===== config.mk =====
export PLATFORM = sky130hd
export DESIGN_NAME = ps2_scancode_decoder
export DESIGN_NICKNAME = d
export VERILOG_FILES = /design/src/rtl/ps2_scancode_decoder.sv
export SDC_FILE = /design/constraint.sdc
export NUM_CORES = 1
export LEC_CHECK = 0
export ABC_CLOCK_PERIOD_IN_PS = 3250
export CORE_AREA = 2 2 101 103
export DETAILED_ROUTE_END_ITERATION = 6
export DIE_AREA = 0 0 103 105
export REMOVE_ABC_BUFFERS = 1
export SLEW_MARGIN = 20
export SYNTH_ARGS = -nofsm -noshare
export SYNTH_HDL_FRONTEND = slang
export SYNTH_SLANG_ARGS = --single-unit

===== constraint.sdc =====
create_clock -name clk -period 3.25 [get_ports clk]
set_input_delay 0.325 -clock clk [delete_from_list [all_inputs] [get_ports clk]]
set_output_delay 0.325 -clock clk [all_outputs]
set_load 0.03 [all_outputs]

===== src/rtl/ps2_scancode_decoder.sv =====
// ps2_scancode_decoder: Set 2 scan codes to ASCII with shift tracking and an output FIFO; define PS2_SCANCODE_DECODER_CAPS_LOCK_EN for Caps Lock
module ps2_scancode_decoder #(
   parameter int FIFO_DEPTH = 8
) (
   input  logic       clk,
   input  logic       rst,
   input  logic [7:0] scanCode,
   input  logic       scanCodeReady,
   output logic [7:0] asciiChar,
   output logic       asciiValid,
   input  logic       asciiReady,
   output logic       shiftHeld,
   output logic       overflow
);
   localparam int AW = $clog2(FIFO_DEPTH);
   localparam logic [AW:0] FULL = (AW+1)'(FIFO_DEPTH);
   typedef enum logic [1:0] {IDLE, EXT, BRK, EXT_BRK} state_t;
   state_t state, state_nx;
   logic lshift, rshift, caps;
   logic make_en, brk_en, push, pop, accept, letter, upper;
   logic [8:0] lookup;
   logic [7:0] push_char;
   logic [7:0] mem [FIFO_DEPTH];
   logic [AW-1:0] wr_ptr, rd_ptr;
   logic [AW:0] count;

   // Unshifted translation; bit 8 flags a printable key
   function automatic logic [8:0] map(input logic [7:0] c);
      case (c)
         8'h1C: map = {1'b1, 8'h61}; 8'h32: map = {1'b1, 8'h62}; 8'h21: map = {1'b1, 8'h63};
         8'h23: map = {1'b1, 8'h64}; 8'h24: map = {1'b1, 8'h65}; 8'h2B: map = {1'b1, 8'h66};
         8'h34: map = {1'b1, 8'h67}; 8'h33: map = {1'b1, 8'h68}; 8'h43: map = {1'b1, 8'h69};
         8'h3B: map = {1'b1, 8'h6A}; 8'h42: map = {1'b1, 8'h6B}; 8'h4B: map = {1'b1, 8'h6C};
         8'h3A: map = {1'b1, 8'h6D}; 8'h31: map = {1'b1, 8'h6E}; 8'h44: map = {1'b1, 8'h6F};
         8'h4D: map = {1'b1, 8'h70}; 8'h15: map = {1'b1, 8'h71}; 8'h2D: map = {1'b1, 8'h72};
         8'h1B: map = {1'b1, 8'h73}; 8'h2C: map = {1'b1, 8'h74}; 8'h3C: map = {1'b1, 8'h75};
         8'h2A: map = {1'b1, 8'h76}; 8'h1D: map = {1'b1, 8'h77}; 8'h22: map = {1'b1, 8'h78};
         8'h35: map = {1'b1, 8'h79}; 8'h1A: map = {1'b1, 8'h7A};
         8'h45: map = {1'b1, 8'h30}; 8'h16: map = {1'b1, 8'h31}; 8'h1E: map = {1'b1, 8'h32};
         8'h26: map = {1'b1, 8'h33}; 8'h25: map = {1'b1, 8'h34}; 8'h2E: map = {1'b1, 8'h35};
         8'h36: map = {1'b1, 8'h36}; 8'h3D: map = {1'b1, 8'h37}; 8'h3E: map = {1'b1, 8'h38};
         8'h46: map = {1'b1, 8'h39};
         8'h29: map = {1'b1, 8'h20}; 8'h5A: map = {1'b1, 8'h0D}; 8'h66: map = {1'b1, 8'h08};
         default: map = 9'h000;
      endcase
   endfunction

   // Prefix state register
   always_ff @(posedge clk)
      state <= rst ? IDLE : state_nx;

   // Prefix transitions on each consumed byte; E0 after a break prefix is just a code byte
   always_comb begin
      state_nx = !scanCodeReady ? state :
                 state == IDLE ? (scanCode == 8'hE0 ? EXT : scanCode == 8'hF0 ? BRK : IDLE) :
                 (state == EXT && scanCode == 8'hF0) ? EXT_BRK : IDLE;
   end

   // Classify the byte and form the character to queue
   always_comb begin
      make_en   = scanCodeReady && state == IDLE && scanCode != 8'hE0 && scanCode != 8'hF0;
      brk_en    = scanCodeReady && state == BRK;
      lookup    = map(scanCode);
      letter    = lookup[7:0] >= 8'h61 && lookup[7:0] <= 8'h7A;
      upper     = (lshift | rshift) ^ caps;
      push_char = (letter && upper) ? lookup[7:0] - 8'h20 : lookup[7:0];
      push      = make_en && lookup[8];
      pop       = asciiValid && asciiReady;
      accept    = push && (count != FULL || pop);
   end

   // Shift key flags: make sets, break clears
   always_ff @(posedge clk)
      if (rst) begin
         lshift <= 1'b0;
         rshift <= 1'b0;
      end else begin
         if ((make_en || brk_en) && scanCode == 8'h12) lshift <= make_en;
         if ((make_en || brk_en) && scanCode == 8'h59) rshift <= make_en;
      end

`ifdef PS2_SCANCODE_DECODER_CAPS_LOCK_EN
   // Caps Lock toggles on each make of 0x58
   always_ff @(posedge clk)
      caps <= rst ? 1'b0 : (make_en && scanCode == 8'h58) ? ~caps : caps;
`else
   assign caps = 1'b0;
`endif

   // FIFO storage, written at the tail on an accepted push
   always_ff @(posedge clk)
      if (accept) mem[wr_ptr] <= push_char;

   // FIFO pointers, occupancy and sticky overflow
   always_ff @(posedge clk)
      if (rst) begin
         wr_ptr   <= '0;
         rd_ptr   <= '0;
         count    <= '0;
         overflow <= 1'b0;
      end else begin
         if (accept) wr_ptr <= wr_ptr + AW'(1);
         if (pop) rd_ptr <= rd_ptr + AW'(1);
         count <= count + (AW+1)'(accept) - (AW+1)'(pop);
         if (push && !accept) overflow <= 1'b1;
      end

   assign asciiValid = count != '0;
   assign asciiChar  = asciiValid ? mem[rd_ptr] : 8'h00;
   assign shiftHeld  = lshift | rshift;
endmodule


# Word-level counts from Yosys, hierarchy flattened
# Memory sizes are Yosys's and may differ from the RTL's. A register that Yosys moved wholly into a read port is not among the register bits.
# Cells that the tools add are included.
# Widths: inputs -> output; s select.
# totals
register_bits	15
latchBits	0
ramBits	64
romBits	1024
elab_cells	55
mem_count	2
# memory_table
memory	depth	word_bits	read_ports	rd_clocked_by_memory_dff	wr	line_no	text
(no name shown)	128	8	1	0	0	29	case (c)
mem	8	8	1	1	1	23	logic [7:0] mem [FIFO_DEPTH];
# op_classes
n_addsub	5
multipliers	0
div_mod_pow	0
magnitude_cmp	2
n_eq_ne	9
shift	0
n_mux	11
bitwise	1
reduce_logical	18
# ops
operator	count
$eq 8x8->1 const B	2
$mux 8	2
$ne 8x8->1 const B	2
$logic_and 1x1->1	13
$mux 9	1
$eq 8x5->1 const B	1
$eq 8x7->1 const B	1
$ge 8x7->1 const B	1
$le 8x7->1 const B	1
$mux 2	4
$sub 8x6->8 const B	1
$add 3x1->3 const B	2
$mux 3	2
$add 4x1->4	1
$ne 4x4->1 const B	1
$reduce_bool 4->1	1
$sub 4x1->4	1
$eq 2x1->1 const B	1
$eq 2x2->1 const B	1
$logic_not 2->1	1
$logic_or 1x1->1	2
$mux 1	2
$logic_not 1->1	1
$or 1x1->1	1

# Logic depth before layout (Yosys ltp)
# Gate-level depths: netlist of the first run.
# depth
word_depth	8
mapped_depth	14
mapped_depth_nobuf	14

# Worst setup path after synthesis of the first run
# OpenSTA, ideal clock, no wires.
# synth_timing
kind	register to register
start	register count[2]
end	memory mem[2][0] (enable)
setup_time_ns	0.398
arrival_ns	2.669
slack_ns	0.183
stages_incl_launch_ff	10
synth_period_minus_slack_ns	3.067
cell_sequence	dfxtp_1 inv_1 ha_1 and2_1 clkbuf_1 inv_1 nand2_1 and3_1 nand4b_2 nor4b_1
# synth_via
elab_chain_cells	6
elab_cells_between_ends	7
# synth_rtl
element	line_no	text
from (decl)	25	logic [AW:0] count;
from (signal assigned)	104	count <= count + (AW+1)'(accept) - (AW+1)'(pop);
$reduce_bool 4->1	108	assign asciiValid = count != '0;
net asciiValid	10	output logic asciiValid,
$logic_and 1x1->1	68	pop = asciiValid && asciiReady;
$logic_or 1x1->1	69	accept = push && (count != FULL || pop);
$logic_and 1x1->1	69	
$mux 1	92	if (accept) mem[wr_ptr] <= push_char;
$mux 1 (implied by the code)	92	
to (decl)	23	
# The timed path passes the listed nets, and every way through them passes these cells.

# Final worst setup path of the first run
# layout_timing
start	input scanCode[0]
end	memory mem[6][6], data pin
# layout_via
elab_chain_cells	6
elab_cells_between_ends	8
# layout_rtl
element	line_no	text
from (decl)	7	input logic [7:0] scanCode,
$mem_v2 128x8 (*)	-	
$mux 9 (*)	29	
net lookup[1]	21	logic [8:0] lookup;
$ge 8x7->1 or $le 8x7->1 (tied branches)	64	letter = lookup[7:0] >= 8'h61 && lookup[7:0] <= 8'h7A;
$logic_and 1x1->1	64	
$logic_and 1x1->1	66	push_char = (letter && upper) ? lookup[7:0] - 8'h20 : lookup[7:0];
$mux 8 (*)	66	
net push_char[6]	22	logic [7:0] push_char;
# Mark *: on every way through the listed nets, which the timed path passes. The rest lies on a longest branch.

==> impl_results.md, run 1 <==
* Run status: finished clean
* Number of cells on the worst reg-to-reg path at 12
* Clock slew at the register clock pins of the worst setup and hold paths at 90 ps
* Post-detailed-route wirelength per cell at 17.5 um
* Worst min-delay path class: reg -> reg
* Area added between synthesis and finish at 19.4%
* Iter 0 DRT Violations at 190
* Cells after synthesis at 355
* Aggregate global-route resource usage at 18.4%
* Sequential cell area at 2280 um2
* I/O Pins at 23
* Post-CTS Setup Repair Bufs at 0
* Height of the chip at 105 um
* Ranking of synthesized cells by instance count: 64 x edfxtp_1, 42 x nor2_1, 23 x nand2_1, 18 x dfxtp_1
* Seq/Total Area, Yosys at 52.9%
* Clock root cell: clkbuf_8
* Number of resized instances in the post-cts repair step at 0
* Hold bufs inserted after CTS at 0
* Post-DP HPWL at 6640 um
* Setup Viol. Count Final at 0
* Reported leakage power at 1.84 nW
* Fill count at 869
* Crit path time final at 2930 ps
* Arrival time worst endpoint at 3050 ps
* Worst setup path class: in -> reg
* Length of the first detailed-routing pass in iterations at 4
* Startpoint of the worst register-to-register path: count[2]$_SDFF_PP0_
* Max Clock Skew at 9.29 ps
* Mean cell area of the mapped netlist at 12.1 um2
* Worst-Skew Late Latency at 350 ps
* Max capacitance violation total at 0
* RSZ-0062 raised after global routing: no
* Number of antenna violations at the first check in global routing at 0
* CTS buffer count at 9
* Largest net degree at the start of global routing at 34
* Count of cells along the worst hold path at 2
* Nets at 432
* Count of flip-flops with a built-in enable after synthesis at 64
* Worst vdd rail ir drop at 0.000272 V
* Relative slew slack at 60.6%
* DIE WIDTH at 103 um
* Worst Max-Slew Pin Slew at 589 ps
* Data required time at the worst endpoint at 3370 ps
* Post-detailed-route DRC marker count at 0
* Initial standard-cell utilization of the core at 44.7%
* Max-slew violations at 0
* Vias after detailed routing at 3005
* Ratio of total power to cell area at 617 nW/um2
* Final weighted congestion of routability-driven global placement at 0.877
* Area of the core region at 9640 um2
* Rows at 36
* H-tree levels at 3
* TritonCTS clock tree: built
* Highest net fanout along the worst path at 8
* Worst setup slack for register-to-register paths at 670 ps
* Total Routed Length at 9460 um
* Ant diodes at 0
* Synth Flop Type: edfxtp_1
* Synth Register Bits at 82
* Post-synthesis cell type with the largest combined area: edfxtp_1
* CP startpoint kind: input port
* Synth area leaders: edfxtp_1 45%, mux4_2 8.9%, dfxtp_1 8.4%
* Area of the die at 10800 um2
* Source of the worst hold timing path: lshift$_SDFFE_PP0P_
* Number of vias per cell at 5.55
* CTS Sinks at 82
* Overflow left after global routing at 0
* Number of cells in the design after placement at 525
* Setup_tns at 0 ps
* Number of distinct library cells after synthesis at 66
* Global-route wire length before repair at 15200 um
* Detail Route Antenna Nets at 0
* Number of standard cells in the layout, taps in and fillers out at 541
* Number of endpoints with negative hold slack in the final report at 0
* Worst reg2reg path endpoint: count[2]$_SDFF_PP0_
* Area used by multi-input combinational logic at 1870 um2
* Part of the cycle the worst path needs at 90.2%
* Share of post-route cells with drive strength above 1 at 21.1%
* Top cell type's share of synthesized area at 44.6%
* Max Clk Rate at 0.341 GHz
* Deepest clock path buffer count at 2
* Via count of the first global-routing pass at 2992
* Capture endpoint of the worst hold path: lshift$_SDFFE_PP0P_
* Buffers on Ports at 22
* Leading cell type by number of instances after synthesis: edfxtp_1
* Type of element capturing the critical path: register
* Post-synthesis async set-or-reset flop share at 0%
* Area of the mapped netlist at 4310 um2
* Warnings, synthesis at 0
==> stage by stage <==
stage	setup slack, ps	power, W	cell area [um2]	utilization [%]	hold slack, ps
finish	317	0.00318	5150	53.4	481
global route	125	0.00334	5150	53.4	501
CTS	236	0.00321	5150	53.4	478
detailed placement	13.2	0.00231	4900	50.8	463
global placement	80.0	0.00228	4900	50.8	445
floorplan	273	0.00192	4200	-	394
==> worst max-delay path, stage by stage <==
cell,delay [ps]
clkdlybuf4s50_1,480
inv_1,100
ha_1,340
mux2_4,270
a221o_1,310
o311ai_1,80
o21ai_1,160
or3_1,320
o31a_1,290
a41oi_2,370
==> placed cells by master (no fill, tap or decap), drive strengths merged, types with 6 or more instances in the layout <==
cell type,n
edfxtp,64
nor2,42
buf,34
nand2,24
clkdlybuf4s50,22
inv,20
dfxtp,18
mux4,17
a21oi,16
ha,16
o21ai,14
mux2i,10
nand3,10
clkbuf,9
nor2b,6
==> cell type report <==
class	instances	share of cell area, %
tap	133	3.23
multi-input combinational	236	36.4
timing repair buffer	56	9.96
clock buffer	9	2.41
inverter	18	1.31
sequential	82	44.3
clock inverter	7	2.41
==> where the power goes <==
group	leakage, nW	switching [W]	internal, W	total [W]
sequential	0.751	0.0000498	0.00118	0.00123
combinational	0.973	0.000560	0.000485	0.00105
clock	0.120	0.000388	0.000517	0.000905
==> worst max-delay path by stage <==
stage	from	to	slack, ps	cells past startpoint
after global routing	register	asciiChar[0]	130	5
after floorplan	count[2]$_SDFF_PP0_	mem[2][0]$_DFFE_PP_	270	8
final	scanCode[0]	mem[6][6]$_DFFE_PP_	320	10
after CTS	register	asciiChar[0]	240	5
after detailed placement	scanCode[0]	mem[4][6]$_DFFE_PP_	10	10
after global placement	scanCode[0]	mem[4][6]$_DFFE_PP_	80	10
==> metal layers <==
layer  up-vias  global-route usage (%)  share of wire, %
met5         -                       0                 0
met4         0                    5.45              0.32
met3         6                    3.41               4.2
met2        99                    30.1                49
met1      1473                    24.8                47
li1       1427                       -                 -
==> kinds of logic after synthesis <==
family / Yosys count / synth area share [%]
compound gates: 66 / 11.0
xor+xnor: 5 / 1.02
fa+ha+maj: 17 / 5.11
buf+inv: 37 / 4.06
flops: 82 / 52.9
mux: 30 / 12.1
simple gates: 118 / 13.8
==> flip-flops by register name, summed over array words and instances (netlist names), named ones only <==
signal    cells
rd_ptr        3
count         4
overflow      1
wr_ptr        3
state         2
lshift        1
mem          64
rshift        1
(Power assumes the default switching activity.)
==> run 2, diff against run 1 <==
--- a/config.mk
+++ b/config.mk
@@ -9,6 +9,7 @@
 export CORE_AREA = 2 2 101 103
 export DETAILED_ROUTE_END_ITERATION = 6
 export DIE_AREA = 0 0 103 105
+export GPL_ROUTABILITY_DRIVEN = 0
 export REMOVE_ABC_BUFFERS = 1
 export SLEW_MARGIN = 20
 export SYNTH_ARGS = -nofsm -noshare
==> impl_results.md, run 2 (synthesis gave the netlist of run 1 again) <==
* CTS buffer count at 9 (unchanged)
* Crit path time final at 3000 ps (was 2930 ps)
* Relative slew slack at 59.9% (was 60.6%)
* CP startpoint kind: input port (unchanged)
* Capture endpoint of the worst hold path: lshift$_SDFFE_PP0P_ (unchanged)
* Critical path's slowest cell: o32ai_1 (was clkdlybuf4s50_1)
* Worst setup margin at 254 ps (was 317 ps)
* Number of cells in the design after placement at 526 (was 525)
* Max-slew violations at 0 (unchanged)
* Hold bufs inserted after CTS at 0 (unchanged)
* Number of vias per cell at 5.49 (was 5.55)
* Clock slew at the register clock pins of the worst setup and hold paths at 90 ps (about the same)
* Initial standard-cell utilization of the core at 44.7% (unchanged)
* Sequential cell area at 2280 um2 (unchanged)
* Largest register FFs at 64 (unchanged)
* Iter 0 DRT Violations at 218 (was 190)
* Number of endpoints with negative hold slack in the final report at 0 (unchanged)
* Regs by FF count: mem x64, count x4 (unchanged)
* Post-detailed-route wirelength per cell at 16.6 um (was 17.5 um)
* Number of standard cells in the layout, taps in and fillers out at 542 (was 541)
* Leading cell types in the layout, fill and taps excluded: 64 x edfxtp_1, 42 x nor2_1, 33 x buf_4 (was 64 x edfxtp_1, 42 x nor2_1, 31 x buf_4)
* Area added between synthesis and finish at 17.9% (was 19.4%)
* Count of cells along the worst hold path at 2 (unchanged)
* Overflow left after global routing at 0 (unchanged)
* Length of the first detailed-routing pass in iterations at 5 (was 4)
* Crit path max-delay family: compound AO/OA/AOI/OAI gates (unchanged)
* Max capacitance violation total at 0 (unchanged)
* Startpoint of the worst register-to-register path: count[2]$_SDFF_PP0_ (unchanged)
* Global-route wire length before repair at 14700 um (was 15200 um)
* Via count of the first global-routing pass at 2919 (was 2992)
* Share of post-route cells with drive strength above 1 at 21.3% (was 21.1%)
* Number of cells on the worst reg-to-reg path at 12 (unchanged)
* RSZ-0062 raised after global routing: no (unchanged)
* Ratio of total power to cell area at 580 nW/um2 (was 617 nW/um2)
* Worst-Skew Late Latency at 350 ps (about the same)
* Part of the cycle the worst path needs at 92.2% (was 90.2%)
* Fill count at 863 (was 869)
* Worst min-delay path class: reg -> reg (unchanged)
* Area of the die at 10800 um2 (unchanged)
* Area used by multi-input combinational logic at 1870 um2 (unchanged)
* Type of element capturing the critical path: register (unchanged)
* Most frequent standard cell in the layout excluding fill and tap cells: edfxtp_1 (unchanged)
* Run status: finished clean (unchanged)
* Ant diodes at 0 (unchanged)
* Reported leakage power at 1.81 nW (was 1.84 nW)
* Total Routed Length at 9010 um (was 9460 um)
* Worst reg2reg path endpoint: count[2]$_SDFF_PP0_ (unchanged)
* Area of the core region at 9640 um2 (unchanged)
* Height of the chip at 105 um (unchanged)
* Aggregate global-route resource usage at 17.8% (was 18.4%)
* Number of resized instances in the post-cts repair step at 0 (unchanged)
* Vias after detailed routing at 2976 (was 3005)
* Worst vdd rail ir drop at 0.000340 V (was 0.000272 V)
* Layout Utilization at 52.7% (was 53.4%)
* Clock root cell: clkbuf_8 (unchanged)
* Post-Place Setup Slack at -67.4 ps (was 13.2 ps)
* Detail Route Antenna Nets at 0 (unchanged)
* H-tree levels at 3 (unchanged)
* Setup_tns at 0 ps (unchanged)
* Register with the most flip-flops: mem (unchanged)
* Number of antenna violations at the first check in global routing at 0 (unchanged)
* Data required time at the worst endpoint at 3370 ps (about the same)
* Source of the worst hold timing path: lshift$_SDFFE_PP0P_ (unchanged)
* Setup Viol. Count Final at 0 (unchanged)
* Largest net degree at the start of global routing at 34 (unchanged)
* DIE WIDTH at 103 um (unchanged)
* Highest net fanout along the worst path at 8 (unchanged)
* TritonCTS clock tree: built (unchanged)
* Rows at 36 (unchanged)
* Buffer and inverter count on the worst path at 2 (unchanged)
* Max Clock Skew at 12.3 ps (was 9.29 ps)
* Cell-by-cell listing of the critical path: clkdlybuf4s50_1, buf_4, ha_1, or2b_4, a21oi_1, o21ai_0, o32ai_1, a21o_1, nand3_1, a41oi_2 (was clkdlybuf4s50_1, inv_1, ha_1, mux2_4, a221o_1, o311ai_1, o21ai_1, or3_1, o31a_1, a41oi_2)
* Buffers on Ports at 22 (unchanged)
* Worst setup path class: in -> reg (unchanged)
* Post-CTS Setup Repair Bufs at 0 (unchanged)
* Post-detailed-route DRC marker count at 0 (unchanged)
* Deepest clock path buffer count at 2 (unchanged)
* Post-DP HPWL at 6410 um (was 6640 um)
* Worst setup slack for register-to-register paths at 610 ps (was 670 ps)
* Arrival time worst endpoint at 3110 ps (was 3050 ps)
* Nets at 433 (was 432)
* I/O Pins at 23 (unchanged)
* Largest stage delay, worst path at 600 ps (was 480 ps)
* CTS Sinks at 82 (unchanged)
* Max Clk Rate at 0.334 GHz (was 0.341 GHz)
* Worst Max-Slew Pin Slew at 600 ps (was 589 ps)
[run 2: cell count changes in the layout (fill, tap and decap cells not counted)]
cell | before | now
bufinv_16 | 3 | 0
buf_4 | 31 | 33
buf_12 | 3 | 2
clkinv_4 | 1 | 0
clkinvlp_4 | 1 | 3
inv_6 | 2 | 3
clkbuf_8 | 9 | 10
[run 2: worst max-delay path by stage]
stage,start,endpoint,slack [ps],cells past startpoint
2_1_floorplan,count[2]$_SDFF_PP0_,mem[2][0]$_DFFE_PP_,270,8
3_3_place_gp,scanCode[0],mem[0][6]$_DFFE_PP_,-9,10
3_5_place_dp,scanCode[0],mem[1][6]$_DFFE_PP_,-70,10
4_1_cts,scanCode[0],mem[1][6]$_DFFE_PP_,290,10
5_1_grt,scanCode[0],mem[1][6]$_DFFE_PP_,100,10
6_report,scanCode[0],mem[1][6]$_DFFE_PP_,250,10
[run 2: where the power goes]
part	switching, W	internal, W
combinational	0.000554	0.000484
sequential	0.0000437	0.00118
clock	0.000383	0.000306
total	0.000981	0.00197
[run 2: layout make-up]
cell class	instances	area share (%)
clock buffer	10	2.71
clock inverter	6	0.960
inverter	18	1.33
multi-input combinational	236	36.8
sequential	82	44.9
tap	133	3.27
timing repair buffer	57	10.0
[run 2: worst reg2reg max path: stages, from the launching register on]
cell and delay (ps):
dfxtp_1 310, inv_1 100, ha_1 150, and2_1 420, inv_1 120, nand2_1 180
and3_1 210, nand4b_2 160, inv_2 60, ha_1 220, fa_1 390, xnor2_1 140
nor2_1 50
[run 2: metal layers]
layer,part of all wire [%],global-route usage [%]
met1,45,23.9
met2,49,28.8
met3,4.0,3.41
met4,1.1,5.73
met5,0,0
[run 2: per-stage QoR]
step | power [W] | hold WS [ps] | area [um2]
floorplan | 0.00192 | 394 | 4200
global placement | 0.00228 | 443 | 4900
detailed placement | 0.00230 | 446 | 4900
CTS | 0.00299 | 458 | 5080
global route | 0.00314 | 486 | 5080
finish | 0.00295 | 456 | 5080
